[src/rtl/fft_pkg.sv]
// Shared constants, delay-point arithmetic and state encoding for the
// radix-2^2 SDF FFT sequencer.
package fft_pkg;

    // Default configuration (16-point, two radix-2^2 stages).
    localparam int LOG2N   = 4;
    localparam int LATENCY = 20;

    typedef enum logic [1:0] {IDLE, RUN, FLUSH} state_t;

    // End-to-end pipeline latency in en-ticks.
    function automatic int latency(int n, int stages, int bf_lat, int tw_lat);
        return (n - 1) + 2 * stages * bf_lat + (stages - 1) * tw_lat;
    endfunction

    // Delay of the BF I input of stage s: sum of all earlier stage delays.
    function automatic int d_bfi(int n, int s, int bf_lat, int tw_lat);
        int d;
        d = 0;
        for (int k = 0; k < s; k++)
            d = d + (n >> (2 * k + 1)) + (n >> (2 * k + 2)) + 2 * bf_lat + tw_lat;
        return d;
    endfunction

    // BF II input of stage s sits behind the BF I buffer (N/2/4^s) and its register.
    function automatic int d_bfii(int n, int s, int bf_lat, int tw_lat);
        return d_bfi(n, s, bf_lat, tw_lat) + (n >> (2 * s + 1)) + bf_lat;
    endfunction

    // Twiddle multiplier input of stage s sits behind the BF II buffer (N/4/4^s).
    function automatic int d_tw(int n, int s, int bf_lat, int tw_lat);
        return d_bfii(n, s, bf_lat, tw_lat) + (n >> (2 * s + 2)) + bf_lat;
    endfunction

    // 2-bit bit reversal of the quarter index.
    function automatic logic [1:0] rev2(logic [1:0] q);
        return {q[0], q[1]};
    endfunction

endpackage

[src/rtl/sdf_fft_ctrl_if.sv]
// Control bundle between the SDF FFT sequencer and the datapath/source.
interface sdf_fft_ctrl_if #(
    parameter int N_POINTS = 16,
    parameter int STAGES   = 2
);
    localparam int N_LOG2 = $clog2(N_POINTS);

    logic                          in_valid;
    logic                          in_ready;
    logic                          flush;
    logic                          en;
    logic                          in_zero;
    logic [STAGES-1:0]             ctrl1;
    logic [STAGES-1:0]             ctrl2;
    logic [STAGES-1:0]             bfi_ctrl;
    logic [(STAGES-1)*N_LOG2-1:0]  tw_addr;
    logic                          out_valid;
    logic                          out_sof;
    logic                          out_eof;
    logic                          busy;

    // Source / datapath side.
    modport master (
        output in_valid, flush,
        input  in_ready, en, in_zero, ctrl1, ctrl2, bfi_ctrl, tw_addr,
               out_valid, out_sof, out_eof, busy
    );

    // Sequencer side.
    modport slave (
        input  in_valid, flush,
        output in_ready, en, in_zero, ctrl1, ctrl2, bfi_ctrl, tw_addr,
               out_valid, out_sof, out_eof, busy
    );
endinterface

[src/rtl/fft_tw_addr_gen.sv]
// Twiddle exponent for one inter-stage multiplier, from the local sample
// index seen at that multiplier.
module fft_tw_addr_gen
    import fft_pkg::*;
#(
    parameter int N_POINTS = 16,
    parameter int STAGE    = 0
) (
    input  logic                          i_live,
    input  logic [$clog2(N_POINTS)-1:0]   i_idx,
    output logic [$clog2(N_POINTS)-1:0]   o_addr
);
    localparam int N_LOG2 = $clog2(N_POINTS);
    localparam int LOG2L  = N_LOG2 - 2 * STAGE;   // sub-transform length L = N/4^s

    logic [1:0]        w_q;
    logic [N_LOG2-1:0] w_r;
    logic [N_LOG2-1:0] w_prod;

    // q picks the quarter of the L-block, r the position inside that quarter.
    assign w_q    = i_idx[LOG2L-1 -: 2];
    assign w_r    = i_idx & N_LOG2'((1 << (LOG2L - 2)) - 1);
    // Truncation to N_LOG2 bits gives the mod-N wrap for free.
    assign w_prod = (N_LOG2'(rev2(w_q)) * w_r) << (2 * STAGE);
    assign o_addr = i_live ? w_prod : '0;

endmodule

[src/rtl/sdf_fft_ctrl.sv]
// Sequencer for a radix-2^2 single-path delay-feedback FFT: accepts samples,
// drives the shared advance strobe, per-stage butterfly selects, twiddle
// addresses, output frame markers and a zero-padded drain on flush.
module sdf_fft_ctrl
    import fft_pkg::*;
#(
    parameter int N_POINTS   = 16,
    parameter int STAGES     = 2,
    parameter int BF_REG_LAT = 1,
    parameter int TW_MUL_LAT = 1
) (
    input  logic          clk,
    input  logic          rst,
    sdf_fft_ctrl_if.slave io_bus
);
    localparam int N_LOG2 = $clog2(N_POINTS);
    localparam int N_LAT  = latency(N_POINTS, STAGES, BF_REG_LAT, TW_MUL_LAT);
    localparam int FW     = $clog2(N_LAT + 1);
    localparam int DW     = $clog2(N_POINTS + N_LAT);

    if (N_POINTS < 16 || (N_POINTS & (N_POINTS - 1)) != 0 || (N_LOG2 % 2) != 0) begin : g_bad_size
        $error("sdf_fft_ctrl: N_POINTS must be a power of 4 and at least 16");
    end
    if (STAGES != N_LOG2 / 2) begin : g_bad_stages
        $error("sdf_fft_ctrl: STAGES must equal log4(N_POINTS)");
    end

    state_t            r_state;
    logic [N_LOG2-1:0] r_in_idx;
    logic [FW-1:0]     r_fill;
    logic [DW-1:0]     r_drain;

    logic              w_en;
    logic [N_LOG2-1:0] w_idx_next;
    logic [N_LOG2-1:0] w_pad;
    logic [N_LOG2-1:0] w_out_idx;

    // Advance strobe: forced during drain, otherwise follows the accepted sample.
    always_comb begin
        w_en = io_bus.in_valid;
        if (r_state == FLUSH)
            w_en = 1'b1;
    end

    assign w_idx_next = w_en ? r_in_idx + 1'b1 : r_in_idx;
    assign w_pad      = '0 - w_idx_next;   // samples still missing from the current frame

    // Mode sequencing plus the input index, fill and drain counters.
    always_ff @(posedge clk) begin
        if (rst) begin
            r_state  <= IDLE;
            r_in_idx <= '0;
            r_fill   <= '0;
            r_drain  <= '0;
        end else begin
            if (w_en) begin
                r_in_idx <= w_idx_next;
                if (r_fill != FW'(N_LAT))
                    r_fill <= r_fill + 1'b1;
            end
            case (r_state)
                IDLE: begin
                    if (io_bus.in_valid)
                        r_state <= RUN;
                end
                RUN: begin
                    if (io_bus.flush) begin
                        r_state <= FLUSH;
                        // Counts down to 0 inclusive, so load one less than the tick count.
                        r_drain <= DW'(w_pad) + DW'(N_LAT - 1);
                    end
                end
                FLUSH: begin
                    if (r_drain == '0) begin
                        r_state  <= IDLE;
                        r_in_idx <= '0;
                        r_fill   <= '0;
                    end else begin
                        r_drain <= r_drain - 1'b1;
                    end
                end
                default: r_state <= IDLE;
            endcase
        end
    end

    // Per-stage butterfly selects and inter-stage twiddle addresses.
    genvar gi;
    for (gi = 0; gi < STAGES; gi++) begin : g_stage
        localparam int DB1 = d_bfi(N_POINTS, gi, BF_REG_LAT, TW_MUL_LAT);
        localparam int DB2 = d_bfii(N_POINTS, gi, BF_REG_LAT, TW_MUL_LAT);

        logic [N_LOG2-1:0] w_idx1;
        logic [N_LOG2-1:0] w_idx2;
        logic              w_live1;
        logic              w_live2;

        assign w_idx1  = r_in_idx - N_LOG2'(DB1 % N_POINTS);
        assign w_idx2  = r_in_idx - N_LOG2'(DB2 % N_POINTS);
        // Before the first sample reaches a point, hold its buffer in fill mode.
        assign w_live1 = (r_fill >= FW'(DB1));
        assign w_live2 = (r_fill >= FW'(DB2));

        assign io_bus.bfi_ctrl[gi] = w_live1 & w_idx1[N_LOG2-1-2*gi];
        assign io_bus.ctrl1[gi]    = w_live2 & w_idx2[N_LOG2-1-2*gi];
        assign io_bus.ctrl2[gi]    = w_live2 & w_idx2[N_LOG2-2-2*gi];

        if (gi < STAGES - 1) begin : g_tw
            localparam int DT = d_tw(N_POINTS, gi, BF_REG_LAT, TW_MUL_LAT);

            logic [N_LOG2-1:0] w_idx_t;
            logic              w_live_t;
            logic [N_LOG2-1:0] w_addr;

            assign w_idx_t  = r_in_idx - N_LOG2'(DT % N_POINTS);
            assign w_live_t = (r_fill >= FW'(DT));

            fft_tw_addr_gen #(
                .N_POINTS (N_POINTS),
                .STAGE    (gi)
            ) u_tw (
                .i_live (w_live_t),
                .i_idx  (w_idx_t),
                .o_addr (w_addr)
            );

            assign io_bus.tw_addr[gi*N_LOG2 +: N_LOG2] = w_addr;
        end
    end

    assign w_out_idx        = r_in_idx - N_LOG2'(N_LAT % N_POINTS);
    assign io_bus.en        = w_en;
    assign io_bus.in_ready  = (r_state != FLUSH);
    assign io_bus.in_zero   = (r_state == FLUSH);
    assign io_bus.busy      = (r_state != IDLE);
    assign io_bus.out_valid = w_en & (r_fill == FW'(N_LAT));
    assign io_bus.out_sof   = io_bus.out_valid & (w_out_idx == '0);
    assign io_bus.out_eof   = io_bus.out_valid & (w_out_idx == '1);

endmodule

[src/flat_wrapper.sv]
// flat-port wrapper written by rule: the top's interface ports become plain ports
module sdf_fft_ctrl_flat import fft_pkg::*;
#(
    parameter int N_POINTS   = 16,
    parameter int STAGES     = 2,
    parameter int BF_REG_LAT = 1,
    parameter int TW_MUL_LAT = 1
)
  (clk, rst, io_bus_in_valid, io_bus_flush, io_bus_in_ready, io_bus_en, io_bus_in_zero, io_bus_ctrl1, io_bus_ctrl2, io_bus_bfi_ctrl, io_bus_tw_addr, io_bus_out_valid, io_bus_out_sof, io_bus_out_eof, io_bus_busy);
  sdf_fft_ctrl_if #(.N_POINTS(N_POINTS), .STAGES(STAGES)) io_bus_i ();
  input  logic clk;
  input  logic rst;
  input wire logic [$bits(io_bus_i.in_valid)-1:0] io_bus_in_valid;
  input wire logic [$bits(io_bus_i.flush)-1:0] io_bus_flush;
  output wire logic [$bits(io_bus_i.in_ready)-1:0] io_bus_in_ready;
  output wire logic [$bits(io_bus_i.en)-1:0] io_bus_en;
  output wire logic [$bits(io_bus_i.in_zero)-1:0] io_bus_in_zero;
  output wire logic [$bits(io_bus_i.ctrl1)-1:0] io_bus_ctrl1;
  output wire logic [$bits(io_bus_i.ctrl2)-1:0] io_bus_ctrl2;
  output wire logic [$bits(io_bus_i.bfi_ctrl)-1:0] io_bus_bfi_ctrl;
  output wire logic [$bits(io_bus_i.tw_addr)-1:0] io_bus_tw_addr;
  output wire logic [$bits(io_bus_i.out_valid)-1:0] io_bus_out_valid;
  output wire logic [$bits(io_bus_i.out_sof)-1:0] io_bus_out_sof;
  output wire logic [$bits(io_bus_i.out_eof)-1:0] io_bus_out_eof;
  output wire logic [$bits(io_bus_i.busy)-1:0] io_bus_busy;
  assign io_bus_i.in_valid = io_bus_in_valid;
  assign io_bus_i.flush = io_bus_flush;
  assign io_bus_in_ready = io_bus_i.in_ready;
  assign io_bus_en = io_bus_i.en;
  assign io_bus_in_zero = io_bus_i.in_zero;
  assign io_bus_ctrl1 = io_bus_i.ctrl1;
  assign io_bus_ctrl2 = io_bus_i.ctrl2;
  assign io_bus_bfi_ctrl = io_bus_i.bfi_ctrl;
  assign io_bus_tw_addr = io_bus_i.tw_addr;
  assign io_bus_out_valid = io_bus_i.out_valid;
  assign io_bus_out_sof = io_bus_i.out_sof;
  assign io_bus_out_eof = io_bus_i.out_eof;
  assign io_bus_busy = io_bus_i.busy;
  sdf_fft_ctrl #(.N_POINTS(N_POINTS), .STAGES(STAGES), .BF_REG_LAT(BF_REG_LAT), .TW_MUL_LAT(TW_MUL_LAT)) u_core (.clk(clk), .rst(rst), .io_bus(io_bus_i));
endmodule
[config.mk]
export PLATFORM = sky130hd
export DESIGN_NAME = sdf_fft_ctrl_flat
export DESIGN_NICKNAME = d
export VERILOG_FILES = /design/src/rtl/fft_pkg.sv /design/src/rtl/sdf_fft_ctrl_if.sv /design/src/rtl/fft_tw_addr_gen.sv /design/src/rtl/sdf_fft_ctrl.sv /design/src/flat_wrapper.sv
export SDC_FILE = /design/constraint.sdc
export NUM_CORES = 1
export LEC_CHECK = 0
export CORE_UTILIZATION = 30
export DETAILED_ROUTE_END_ITERATION = 6
export PLACE_DENSITY = 0.5
export SYNTH_ARGS = -nofsm -noshare
export SYNTH_HDL_FRONTEND = slang
export SYNTH_SLANG_ARGS = --single-unit
[constraint.sdc]
create_clock -name clk -period 2.2 [get_ports clk]
set_input_delay 0.33 -clock clk [delete_from_list [all_inputs] [get_ports clk]]
set_output_delay 0.33 -clock clk [all_outputs]
set_load 0.05 [all_outputs]
# Word level (Yosys, flattened, before mapping)

Cells that the tools add are included.

Bits in registers: 17
Output and inout bits: 17
Input bits: 4
Word-level logic and storage cells: 63

Bitwise operators: 9
$mul: 1
Equality and inequality tests: 10
Add/sub/neg operators: 10
Magnitude comparators: 5
Multiplexer cells: 17
Reduce and logical (&&, ||, !) cells: 7

Operators by type and width:

| cell                                                                  | count |
|---|---|
| 4-bit two-way mux                                                     | 5 |
| 5-bit two-way mux                                                     | 4 |
| 5-bit by 4-bit >= comparator with 1-bit output, second input constant | 3 |
| 6-bit two-way mux                                                     | 2 |
| 6-bit one-hot mux with 2 select lines                                 | 1 |
| 1-bit AND                                                             | 9 |
| 2-bit inequality test, second input constant                          | 4 |
| 4-bit subtractor, second input constant                               | 2 |
| 4-bit by 5-bit adder with 6-bit output, second input constant         | 1 |
| 6-bit logical NOT                                                     | 1 |
| 2-bit two-way mux                                                     | 3 |
| 2-bit one-hot mux with 3 select lines                                 | 1 |
| 3-bit AND reduction                                                   | 2 |
| 6-bit by 1-bit subtractor with 6-bit output, second input constant    | 1 |
| 5-bit by 1-bit adder with 5-bit output, second input constant         | 1 |
| 5-bit equality test, second input constant                            | 1 |
| 5-bit by 1-bit >= comparator with 1-bit output, second input constant | 1 |
| 5-bit >= comparator, second input constant                            | 1 |
| 5-bit inequality test, second input constant                          | 1 |
| 4-bit by 1-bit adder with 4-bit output, second input constant         | 1 |
| 4-bit equality test, second input constant                            | 1 |
| 4-bit logical NOT                                                     | 1 |
| 2-bit by 2-bit multiplier with 4-bit output                           | 1 |
| 2-bit nonzero test                                                    | 2 |
| 8 further kinds                                                       | 9 |

# Depth between registers and ports, before layout

Gate-level depths: netlist of run 1.

Word-level depth: 7
Mapped depth: 9
Gate-level depth less buffers: 8

# Hierarchy

From an unflattened synthesis of run 1, not the netlist that was laid out.

Cells, all modules: 164
Area, all modules: 1,335.0 um^2

By module, submodules not included:

| module          | area each (um^2) | instances | seq. area each (um^2) | cells each |
|---|---|---|---|---|
| sdf_fft_ctrl    | 1,262.5          | 1         | 340.3                 | 155 |
| fft_tw_addr_gen | 72.6             | 1         | 0.0                   | 9 |

# Worst setup path after synthesis of run 1

OpenSTA, ideal clock, no wires.

Path type: flip-flop to output port
Start point: reg u_core.r_in_idx[0]
End point: out io_bus_out_sof
Required time: 1.870 ns
Path slack: -0.432 ns
Arrival: 2.302 ns
Buffers on the path: 1
Cell stages (with the launch flop): 6
Cell sequence: dfxtp_1 > clkbuf_1 > inv_1 > ha_1 > nand2_1 > nor4_1

Word-level cells in the longest chain between the ends: 3

RTL lines:

| item                                        | line                | text |
|---|---|---|
| from (decl)                                 | sdf_fft_ctrl.sv:29  | `logic [N_LOG2-1:0] r_in_idx;` |
| from (signal assigned)                      | sdf_fft_ctrl.sv:57  | `r_in_idx <= w_idx_next;` |
| 4-bit by 3-bit subtractor with 4-bit output | sdf_fft_ctrl.sv:131 | `assign w_out_idx = r_in_idx - N_LOG2'(N_LAT % N_POINTS);` |
| 4-bit logical NOT                           | sdf_fft_ctrl.sv:137 | `assign io_bus.out_sof = io_bus.out_valid & (w_out_idx == '0);` |
| 1-bit AND                                   | sdf_fft_ctrl.sv:137 |  |
| to (decl)                                   | flat_wrapper.sv:23  | `output wire logic [$bits(io_bus_i.out_sof)-1:0] io_bus_out_sof;` |

Every way passes these cells.

# Final worst setup path of run 1

Start point: reg u_core.r_in_idx[1]
End point: out io_bus_tw_addr[2]

Word-level cells in the longest chain between the ends: 3

RTL lines:

| item                                        | line                  | text |
|---|---|---|
| 4-bit subtractor                            | sdf_fft_ctrl.sv:115   | `assign w_idx_t = r_in_idx - N_LOG2'(DT % N_POINTS);` |
| 2-bit by 2-bit multiplier with 4-bit output | fft_tw_addr_gen.sv:24 | `assign w_prod = (N_LOG2'(rev2(w_q)) * w_r) << (2 * STAGE);` |
| 4-bit two-way mux                           | fft_tw_addr_gen.sv:25 | `assign o_addr = i_live ? w_prod : '0;` |
| to (decl)                                   | flat_wrapper.sv:21    | `output wire logic [$bits(io_bus_i.tw_addr)-1:0] io_bus_tw_addr;` |

Every way passes these cells.

==> results of run 1 <==
## cells by family (layout without fill, tap and decap cells)
family	Yosys count	after routing
muxes	1	1
xor gates and xnor gates	8	8
AOI/OAI and AO/OA	40	40
and+or+nand+nor	53	53
DFF	17	17
buffers and inverters	19	50
adders and majority gates	15	15
## cell usage after synthesis (2+ instances only)
library cell,number,area share [%]
and2_1,3,1.4
o22ai_1,2,0.95
a221oi_1,2,1.3
and3_1,3,1.4
dfxtp_1,17,26
xnor2_1,5,3.3
o21ai_0,5,1.9
nor2b_1,3,1.4
a211oi_1,4,2.3
nor4_1,2,0.95
inv_1,11,3.1
a311oi_1,2,1.3
nand2_1,11,3.1
ha_1,15,14
nor2_1,15,4.3
buf_2,3,1.1
a21oi_1,11,4.2
clkbuf_1,2,0.57
a31oi_1,2,0.95
or4_1,2,1.1
nor3_1,4,1.5
or2_2,2,0.95
## placed cells by master, fill, tap and decap left out, types with 5 or more instances in the layout
cell type	n
buf_4	19
nor2_1	14
dfxtp_1	14
ha_1	12
nand2_1	11
a21oi_1	10
inv_1	9
buf_12	8
clkdlybuf4s50_1	6
o21ai_0	5
## path summary, 6_finish.rpt
check,to,from
min,u_core.r_drain[4],u_core.r_drain[4]
min reg2reg,u_core.r_drain[4],u_core.r_drain[4]
max,io_bus_tw_addr[2],u_core.r_in_idx[1]
max reg2reg,u_core.r_drain[0],u_core.r_drain[0]
## state kept, by name (all words and copies together), names as in the netlist
name / count
u_core.r_drain: 6
u_core.r_in_idx: 4
u_core.r_fill: 5
u_core.r_state: 2
## timing repair
| action | CTS | global route |
|---|---|---|
| buffers inserted | 3 | 2 |
| pin swaps | 1 | 2 |
| resized for setup | 10 | 9 |
| setup endpoints to repair | 5 | 6 |
## through the flow
stage          setup WS, ns  hold WS (ns)
2_1_floorplan      0.008579        0.4465
3_3_place_gp         0.1554        0.4873
3_5_place_dp         0.1099        0.5073
4_1_cts            0.006360        0.5168
5_1_grt            0.001607        0.5398
6_report            0.06433        0.5130
## critical path: stages (launching register included)
cell	delay, ns
dfxtp_4	0.39
inv_4	0.05
ha_4	0.23
and2_1	0.16
ha_2	0.16
ha_1	0.27
nor2b_4	0.13
buf_12	0.17
## power by group
group	total, uW	switching (uW)	internal, uW	leakage, uW
registers	358	29.3	328	0.000141
logic	300	170	129	0.000576
clock network	233	105	128	0.0000228
total	891	305	586	0.000740
## per-layer routing
metal  vias to the layer above  global-route usage (%)  share of wire (%)
met5                         -                       0                  0
li1                        611                       -                  -
met1                       564                   20.30                 47
met3                         4                   2.000                3.2
met2                        30                   27.33                 49
met4                         0                   5.729                1.2
## area by class of cell
cell class	count	share of cell area, %
multi-input cells	117	52.67
well taps	50	3.381
repair buffers	33	19.61
flip-flops and latches	17	19.00
clock buffers	4	2.434
inverters	13	2.907
==> summary.md, run 1 <==
| Metric | Value |
|---|---|
| Dpl cell area | `0.001692 mm2` |
| Post-route ant nets | `0` |
| Non-filler cells, final | `234` |
| Leakage | `0.0007397 uW` |
| Main combinational cell family by area after synthesis | `simple AND/OR/NAND/NOR gates` |
| Global route overflow | `0` |
| Worst-Margin Slew | `0.6252 ns` |
| Global-route wire length before repair | `5637 um` |
| Achievable Freq | `468.2 MHz` |
| Vias in the first global route | `1217` |
| Status | `complete, no violations` |
| Post-Synth Simple-Gate Area | `22.89%` |
| CP Class | `reg -> out` |
| Drt wl/cell | `13.87 um` |
| Multiplexer share of the synthesized area | `0.7597%` |
| Layout fillers | `420` |
| Async SR Flop Fraction | `0%` |
| Maximum VDD drop | `268.1 uV` |
| Total GRT Usage | `15.98%` |
| Total power | `890.7 uW` |
| Largest net degree at the start of global routing | `13` |
| Mapped Area | `0.001318 mm2` |
| Sequential area share after synthesis | `25.83%` |
| CTS tree | `built` |
| Hold Fails Final Rpt | `0` |
| Flop-to-flop setup slack | `0.30 ns` |
| Synth Area in Compound Gates | `22.79%` |
| Dpl cells | `225` |
| Clock tree sinks | `17` |
| Residual DRC | `0` |
| Hold depth | `2` |
| Number of synthesized flops with an enable pin | `0` |
| Yosys cell types | `49` |
| Setup repair after global routing missed its margin | `false` |
| Synth warnings | `0` |
| Area growth from synthesis to layout | `40.46%` |
| XOR/XNOR Fraction of Synth Area | `7.312%` |
| Die area | `0.004661 mm2` |
| Final setup viols | `0` |
| Worst Path Required | `1.87 ns` |
| Yosys reg bits | `17` |
| Clock root buffer | `clkbuf_8` |
| CP Capture Type | `primary output` |
| Reg2Reg Depth | `7` |
| Clk buf depth | `2` |
| Pwr/cell area | `481.3 mW/mm2` |
| Pre-antenna DRT Iters | `4` |
| Port Buffers | `20` |
| Worst skew pair latency | `0.25 ns` |
| Hold-fix buffers at CTS | `0` |
| Slew Limit Fails | `0` |
| DP HPWL | `2435 um` |
| Headroom to the max-slew limit | `58.13%` |
| Layout cells sized above 1 | `34.24%` |
| Area share of fa/ha/maj cells after synthesis | `14.25%` |
| Hold WC Path Type | `reg -> reg` |
| Std-Cell Core Area | `0.004115 mm2` |
| Htree depth | `1` |
| Storage element area | `351.6 um2` |
| Vias per cell | `5.167` |
| Crit path DAT | `1.81 ns` |
| 1st-iter DRT viols | `70` |
| Clock Skews | `0.002506 ns` |
| Critical path peak fanout | `4` |
| Clk slew on worst S/H paths | `0.07 ns` |
| CTS Buf Count | `3` |
| Die W | `68.27 um` |
| Top_reg_cell synth | `dfxtp_1` |
| Max Cap Viol | `0` |
| Rows | `23` |
| Post-Syn Nets | `172` |
| Layout Utilization | `44.97%` |
| IO Pins | `21` |
| Synth Instances | `153` |
| Final Cycle Share | `97.08%` |
| Area of the multi-input gates | `974.7 um2` |
| DR vias | `1209` |
| CP startpoint kind | `flop` |
| Syn_area_per_cell | `8.611 um2` |
| Final min period | `2.136 ns` |
| Routability cong. | `0.8085` |
| Starting Density | `32.02%` |
| Total Neg Setup Slack | `0 ns` |
| Die height | `68.27 um` |
| Initial antenna violation count | `0` |
| ANT cells | `0` |
| Layout Cell Area excl Fill | `0.001851 mm2` |
| Total length of routed wires | `3246 um` |
| Final nets | `204` |
No activity file was read; power rests on OpenSTA's default activity.
==> run 2: changes to the inputs <==
--- a/config.mk
+++ b/config.mk
@@ -9,4 +9,5 @@
 export DETAILED_ROUTE_END_ITERATION = 6
 export PLACE_DENSITY = 0.5
+export SLEW_MARGIN = 40
 export SYNTH_ARGS = -nofsm -noshare
 export SYNTH_HDL_FRONTEND = slang
==> constraint.sdc (replaced) <==
create_clock -name clk -period 2.2 [get_ports clk]
set_input_delay 0.44 -clock clk [delete_from_list [all_inputs] [get_ports clk]]
set_output_delay 0.44 -clock clk [all_outputs]
set_load 0.05 [all_outputs]
==> run 2 against run 1 <==
  * Final area increased by 7.3%
  * Register-to-register slack about the same
  * Hold slack hardly changed
  * Die area stayed put
  * Highest routed layer unchanged
  * Clock power increased by 3%
  * Largest cell class unchanged
  * First-iteration DRC count down 56%
  * Critical path type unchanged
  * Clock skew is 0.0028 ns higher
==> summary.md, run 2 (synthesized netlist as in run 1, its figures left out) <==
| Metric | Value |
|---|---|
| Status | `complete, no violations` |
| Leakage | `0.0007685 uW` |
| Pre-CTS setup slack | `0.07702 ns` |
| Clock Skews | `0.005260 ns` |
| Total length of routed wires | `3176 um` |
| Rows | `23` |
| Std-Cell Core Area | `0.004115 mm2` |
| Die area | `0.004661 mm2` |
| Global route overflow | `0` |
| Final setup margin | `0.03202 ns` |
| CP Class | `reg -> out` |
| Clk buf depth | `2` |
| Layout fillers | `392` |
| Final setup viols | `0` |
| Worst-Margin Slew | `0.4966 ns` |
| Achievable Freq | `461.3 MHz` |
| Storage element area | `352.8 um2` |
| Register with the most flip-flops | `u_core.r_drain` |
| Maximum VDD drop | `259.8 uV` |
| Worst skew pair latency | `0.25 ns` |
| Clock power frac | `26.1%` |
| DP HPWL | `2439 um` |
| Sw frac | `34.86%` |
| Largest net degree at the start of global routing | `13` |
| Die height | `68.27 um` |
| IO Pins | `21` |
| Layout cells sized above 1 | `45.26%` |
| Final min period | `2.168 ns` |
| Max Cap Viol | `0` |
| Port Buffers | `20` |
| Commonest non-fill, non-tap cell in the layout | `buf_4` |
| Dpl cell area | `0.001765 mm2` |
| Initial antenna violation count | `0` |
| Clock root buffer | `clkbuf_8` |
| CP Capture Type | `primary output` |
| CTS Buf Count | `3` |
| Htree depth | `1` |
| Internal power | `595.6 uW` |
| Crit path DAT | `1.73 ns` |
| Total GRT Usage | `14.87%` |
| Total power | `914.4 uW` |
| Combinational Power Share | `35.1%` |
| Post-route ant nets | `0` |
| Critical path peak fanout | `5` |
| Final Cycle Share | `98.54%` |
| Layout Cell Area excl Fill | `0.001986 mm2` |
| Residual DRC | `0` |
| Hold WC Path Type | `reg -> reg` |
| Vias per cell | `4.988` |
| Worst hold margin | `0.5134 ns` |
| Hold Fails Final Rpt | `0` |
| Clock tree sinks | `17` |
| Max reg flops | `6` |
| Headroom to the max-slew limit | `66.79%` |
| CP startpoint kind | `flop` |
| Clk slew on worst S/H paths | `0.07 ns` |
| Drt wl/cell | `13.23 um` |
| Worst Path Required | `1.76 ns` |
| Dpl cells | `232` |
| CTS tree | `built` |
| Starting Density | `32.02%` |
| Vias in the first global route | `1151` |
| Sequential power share | `38.8%` |
| Setup repair after global routing missed its margin | `true` |
| Die W | `68.27 um` |
| Final nets | `210` |
| DR vias | `1197` |
| Routability cong. | `0.8244` |
| Pre-antenna DRT Iters | `4` |
| 1st-iter DRT viols | `31` |
| ANT cells | `0` |
| Net Switching | `318.8 uW` |
| Pwr/cell area | `460.5 mW/mm2` |
| Most frequent cells in the layout | `buf_4 (24), dfxtp_1 (13), nand2_1 (11)` |
| Non-filler cells, final | `240` |
| Top flop regs | `u_core.r_drain x6, u_core.r_fill x5, u_core.r_in_idx x4` |
| Slew Limit Fails | `0` |
| Global-route wire length before repair | `5244 um` |
| Area growth from synthesis to layout | `50.71%` |
| Area of the multi-input gates | `0.001047 mm2` |
[run 2: cell type report]
class	count	share of cell area (%)
multi-input combinational	117	52.74
sequential	17	17.77
timing repair buffer	39	21.30
inverter	13	2.710
clock buffer	3	2.079
tap	50	3.151
clock inverter	1	0.2520
[run 2: metal layers]
metal  part of all wire, %  vias up  wire length, um  track usage [%]
li1                      -      623                -                -
met1                    49      548             1568            19.74
met2                    47       22             1496            24.63
met3                   2.5        4               78            2.000
met4                   1.0        0               33            4.688
met5                     0        -                0                0
[run 2: worst paths after layout]
path | cells past startpoint | start | slack [ns] | to
setup / recovery | 7 | u_core.r_fill[0] | 0.03 | io_bus_bfi_ctrl[1]
setup reg to reg | 7 | u_core.r_drain[0] | 0.31 | u_core.r_drain[0]
hold / removal | 2 | u_core.r_drain[4] | 0.51 | u_core.r_drain[4]
hold reg to reg | 2 | u_core.r_drain[4] | 0.51 | u_core.r_drain[4]
[run 2: per-stage QoR]
step                setup TNS (ns)  utilization, %
global route              -0.04652           48.25
global placement                 0           42.90
floorplan                 -0.01022               -
finish                           0           48.25
detailed placement               0           42.90
CTS                      -0.001135           46.94
[run 2: worst max-delay path, stage by stage, from the launching register on]
cell,delay (ns)
dfxtp_4,0.37
buf_4,0.13
ha_2,0.19
and3_4,0.18
ha_2,0.17
a211oi_2,0.21
nor2_2,0.08
buf_12,0.15
[run 2: power groups by stage]
stage / Sequential, uW / Clock [uW] / Combinational (uW)
final: 355 / 239 / 321
after global routing: 358 / 256 / 353
after CTS: 353 / 243 / 309
after detailed placement: 359 / 0 / 288
after global placement: 358 / 0 / 287
after floorplan: 355 / 0 / 200
[run 2: what timing repair did]
item,CTS,global route
gates resized for setup,21,13
endpoints found under the setup margin,7,4
buffers inserted,2,2
gates cloned,0,0
hold buffers,0,0
pin swaps,4,8
==> run 3: changes to the inputs <==
Settings changed: CORE_MARGIN set to 3, SYNTH_HIERARCHICAL set to 1.
==> run 3 against run 2 <==
  * The flow now finishes with violations (setup timing)
  * Critical path type unchanged
  * First-iteration DRC count rose to 2.8 times the previous value
  * Largest power group is now combinational cells
  * Cell count rose by 5.8%
  * Synthesized cell count rose by 7.2%
  * Die area grew 13%
  * Critical endpoint is now io_bus_tw_addr[2]
  * Utilization is 0.21 points lower
  * Via count grew 9.7%
  * Highest routed layer unchanged
==> summary.md, run 3 <==
| Metric | Value |
|---|---|
| ANT cells | `0` |
| Worst Path Required | `1.76 ns` |
| Slew Limit Fails | `0` |
| Die area | `0.005287 mm2` |
| Headroom to the max-slew limit | `66.73%` |
| Mapped Area | `0.001335 mm2` |
| CP max stage delay | `0.38 ns` |
| Commonest cells post-synth | `nor2_1 (18), dfxtp_1 (17), ha_1 (14), a21oi_1 (12), inv_1 (11)` |
| Slowest-stage cell, CP | `dfxtp_4` |
| Port Buffers | `20` |
| Achievable Freq | `449.2 MHz` |
| 1st-iter DRT viols | `86` |
| Pre-antenna DRT Iters | `4` |
| DR vias | `1313` |
| Setup repair after global routing missed its margin | `true` |
| Leakage | `0.0008136 uW` |
| Top flop regs | `u_core/r_drain x6, u_core/r_fill x5, u_core/r_in_idx x4` |
| Pwr/cell area | `529.4 mW/mm2` |
| Status | `finished with violations` |
| Rows | `23` |
| CP Capture Type | `primary output` |
| Global-route wire length before repair | `6085 um` |
| Combinational Power Share | `42.8%` |
| Clock power frac | `22.9%` |
| Synth warnings | `6` |
| Top delay family on crit path | `adder cells` |
| Sequential area share after synthesis | `25.49%` |
| Maximum VDD drop | `413.3 uV` |
| Syn_area_per_cell | `8.140 um2` |
| CP Class | `reg -> out` |
| Layout cells sized above 1 | `39.71%` |
| Number of synthesized flops with an enable pin | `0` |
| Clock Skews | `0.01044 ns` |
| Total length of routed wires | `3584 um` |
| Routability cong. | `0.8455` |
| Async SR Flop Fraction | `0%` |
| Largest net degree at the start of global routing | `12` |
| Synth Instances | `164` |
| Post-Syn Nets | `182` |
| Die height | `72.71 um` |
| Failing checks | `setup timing` |
| CTS Buf Count | `3` |
| Commonest non-fill, non-tap cell in the layout | `buf_4` |
| Yosys cell types | `47` |
| Clock tree sinks | `17` |
| CP startpoint kind | `flop` |
| Critical path peak fanout | `4` |
| Hold Fails Final Rpt | `0` |
| Largest area contributor in the netlist | `dfxtp_1` |
| DP HPWL | `2723 um` |
| Net Switching | `390.0 uW` |
| Std-Cell Core Area | `0.004144 mm2` |
| Synth area leaders | `dfxtp_1 (25%), ha_1 (13%), xnor2_1 (6.6%), nor2_1 (5.1%), a21oi_1 (4.5%)` |
| Most used cell, CP | `ha_4` |
| Register with the most flip-flops | `u_core/r_drain` |
| Final nets | `223` |
| Crit path DAT | `1.79 ns` |
| Worst-Margin Slew | `0.4938 ns` |
| Drt wl/cell | `14.11 um` |
| Critical path buffers and inverters | `1` |
| CTS tree | `built` |
| Max reg flops | `6` |
| CP Cell Sequence | `ha_4 -> xor2_4 -> and2_4 -> ha_4 -> ha_4 -> and2_4 -> buf_12` |
| Vias per cell | `5.169` |
| Internal power | `663.8 uW` |
| Hold WC Path Type | `reg -> reg` |
| Yosys reg bits | `17` |
| Most frequent cells in the layout | `buf_4 (30), nor2_1 (16), dfxtp_1 (11)` |
| Final min period | `2.226 ns` |
| Most frequent cell after synthesis | `nor2_1` |
| Initial antenna violation count | `0` |
| Layout Utilization | `48.04%` |
| Synth top area share | `25.49%` |
| IO Pins | `21` |
| Worst skew pair latency | `0.26 ns` |
| Worst hold margin | `0.4835 ns` |
| Starting Density | `32.22%` |
| Total GRT Usage | `14.66%` |
| Final setup viols | `1` |
| Die W | `72.71 um` |
| Clk slew on worst S/H paths | `0.08 ns` |
| Sw frac | `37.01%` |
| Residual DRC | `0` |
| Area growth from synthesis to layout | `49.11%` |
| Clock root buffer | `clkbuf_8` |
| Layout fillers | `417` |
| Final Cycle Share | `101.2%` |
| Final setup margin | `-0.02595 ns` |
| R2r startpoint | `u_core/r_in_idx[1]` |
| Max Cap Viol | `0` |
| Sequential power share | `34.3%` |
| Htree depth | `1` |
| Global route overflow | `0` |
| Vias in the first global route | `1312` |
| Post-route ant nets | `0` |
| Origin of the worst setup path | `u_core/r_in_idx[2]` |
| Hold Startpoint | `u_core/r_state[1]` |
| Top_reg_cell synth | `dfxtp_1` |
| Clk buf depth | `2` |
-- run 3: cell count changes after synthesis, moves of 2 or more --
cell,change
nand3_1,+3
nor3_1,+2
xor2_1,+2
and2_2,+3
nand2_1,-2
o21a_1,+2
xnor2_1,+5
nor2_1,+3
nand4_1,+3
clkbuf_1,+2
-- run 3: metal layers --
| metal | wire length, um | GRT usage, % | share of wire [%] |
|---|---|---|---|
| met1 | 1581 | 17.89 | 44 |
| met2 | 1826 | 26.45 | 51 |
| met3 | 125 | 2.755 | 3.5 |
| met4 | 51 | 3.279 | 1.4 |
| met5 | 0 | 0 | 0 |
-- run 3: layout make-up --
class	instances	area, um2	share of cell area [%]
well taps	50	62.56	3.143
repair buffers	45	459.2	23.07
clock inverters	1	5.005	0.2514
clock buffers	3	41.29	2.074
flip-flops and latches	17	352.8	17.72
multi-input cells	126	1011	50.79
inverters	12	58.81	2.954
-- run 3: logic make-up after synthesis --
family,share of synthesized area [%]
xor gates and xnor gates,9.747
buffers and inverters,8.153
AOI/OAI and AO/OA,18.18
DFF,25.49
and+or+nand+nor,25.30
adders and majority gates,13.12
-- run 3: stage by stage --
| stage | instances | setup TNS, ns | area (um2) | worst slack, ns | total power [uW] |
|---|---|---|---|---|---|
| 6_report | 254 | -0.02595 | 1991 | -0.02595 | 1054 |
| 5_1_grt | 254 | -0.1470 | 1991 | -0.07917 | 1135 |
| 4_1_cts | 253 | -0.07184 | 1914 | -0.04845 | 1040 |
| 3_5_place_dp | 245 | -0.5939 | 1775 | -0.2759 | 777.4 |
| 3_3_place_gp | 245 | -0.3980 | 1775 | -0.2088 | 767.3 |
| 2_1_floorplan | 164 | -1.366 | 1368 | -0.5110 | 648.5 |
-- run 3: power groups by stage --
stage | Clock, uW | Combinational (uW) | Sequential [uW]
3_5_place_dp | 0 | 412 | 366
2_1_floorplan | 0 | 280 | 369
5_1_grt | 269 | 500 | 367
3_3_place_gp | 0 | 403 | 365
6_report | 242 | 451 | 361
4_1_cts | 251 | 430 | 360
-- run 3: path summary, 6_finish.rpt --
kind	to	slack, ns	cells past startpoint
setup / recovery	io_bus_tw_addr[2]	-0.03	7
hold / removal	u_core/r_state[0]	0.48	1
setup reg to reg	u_core/r_drain[3]	0.11	10
hold reg to reg	u_core/r_state[0]	0.48	1
-- run 3: what timing repair did --
item                                    CTS  global route
pin swaps                                 9             4
gates resized for setup                  15            17
setup buffers                             4             1
endpoints found under the setup margin    9            10
hold buffers                              0             0
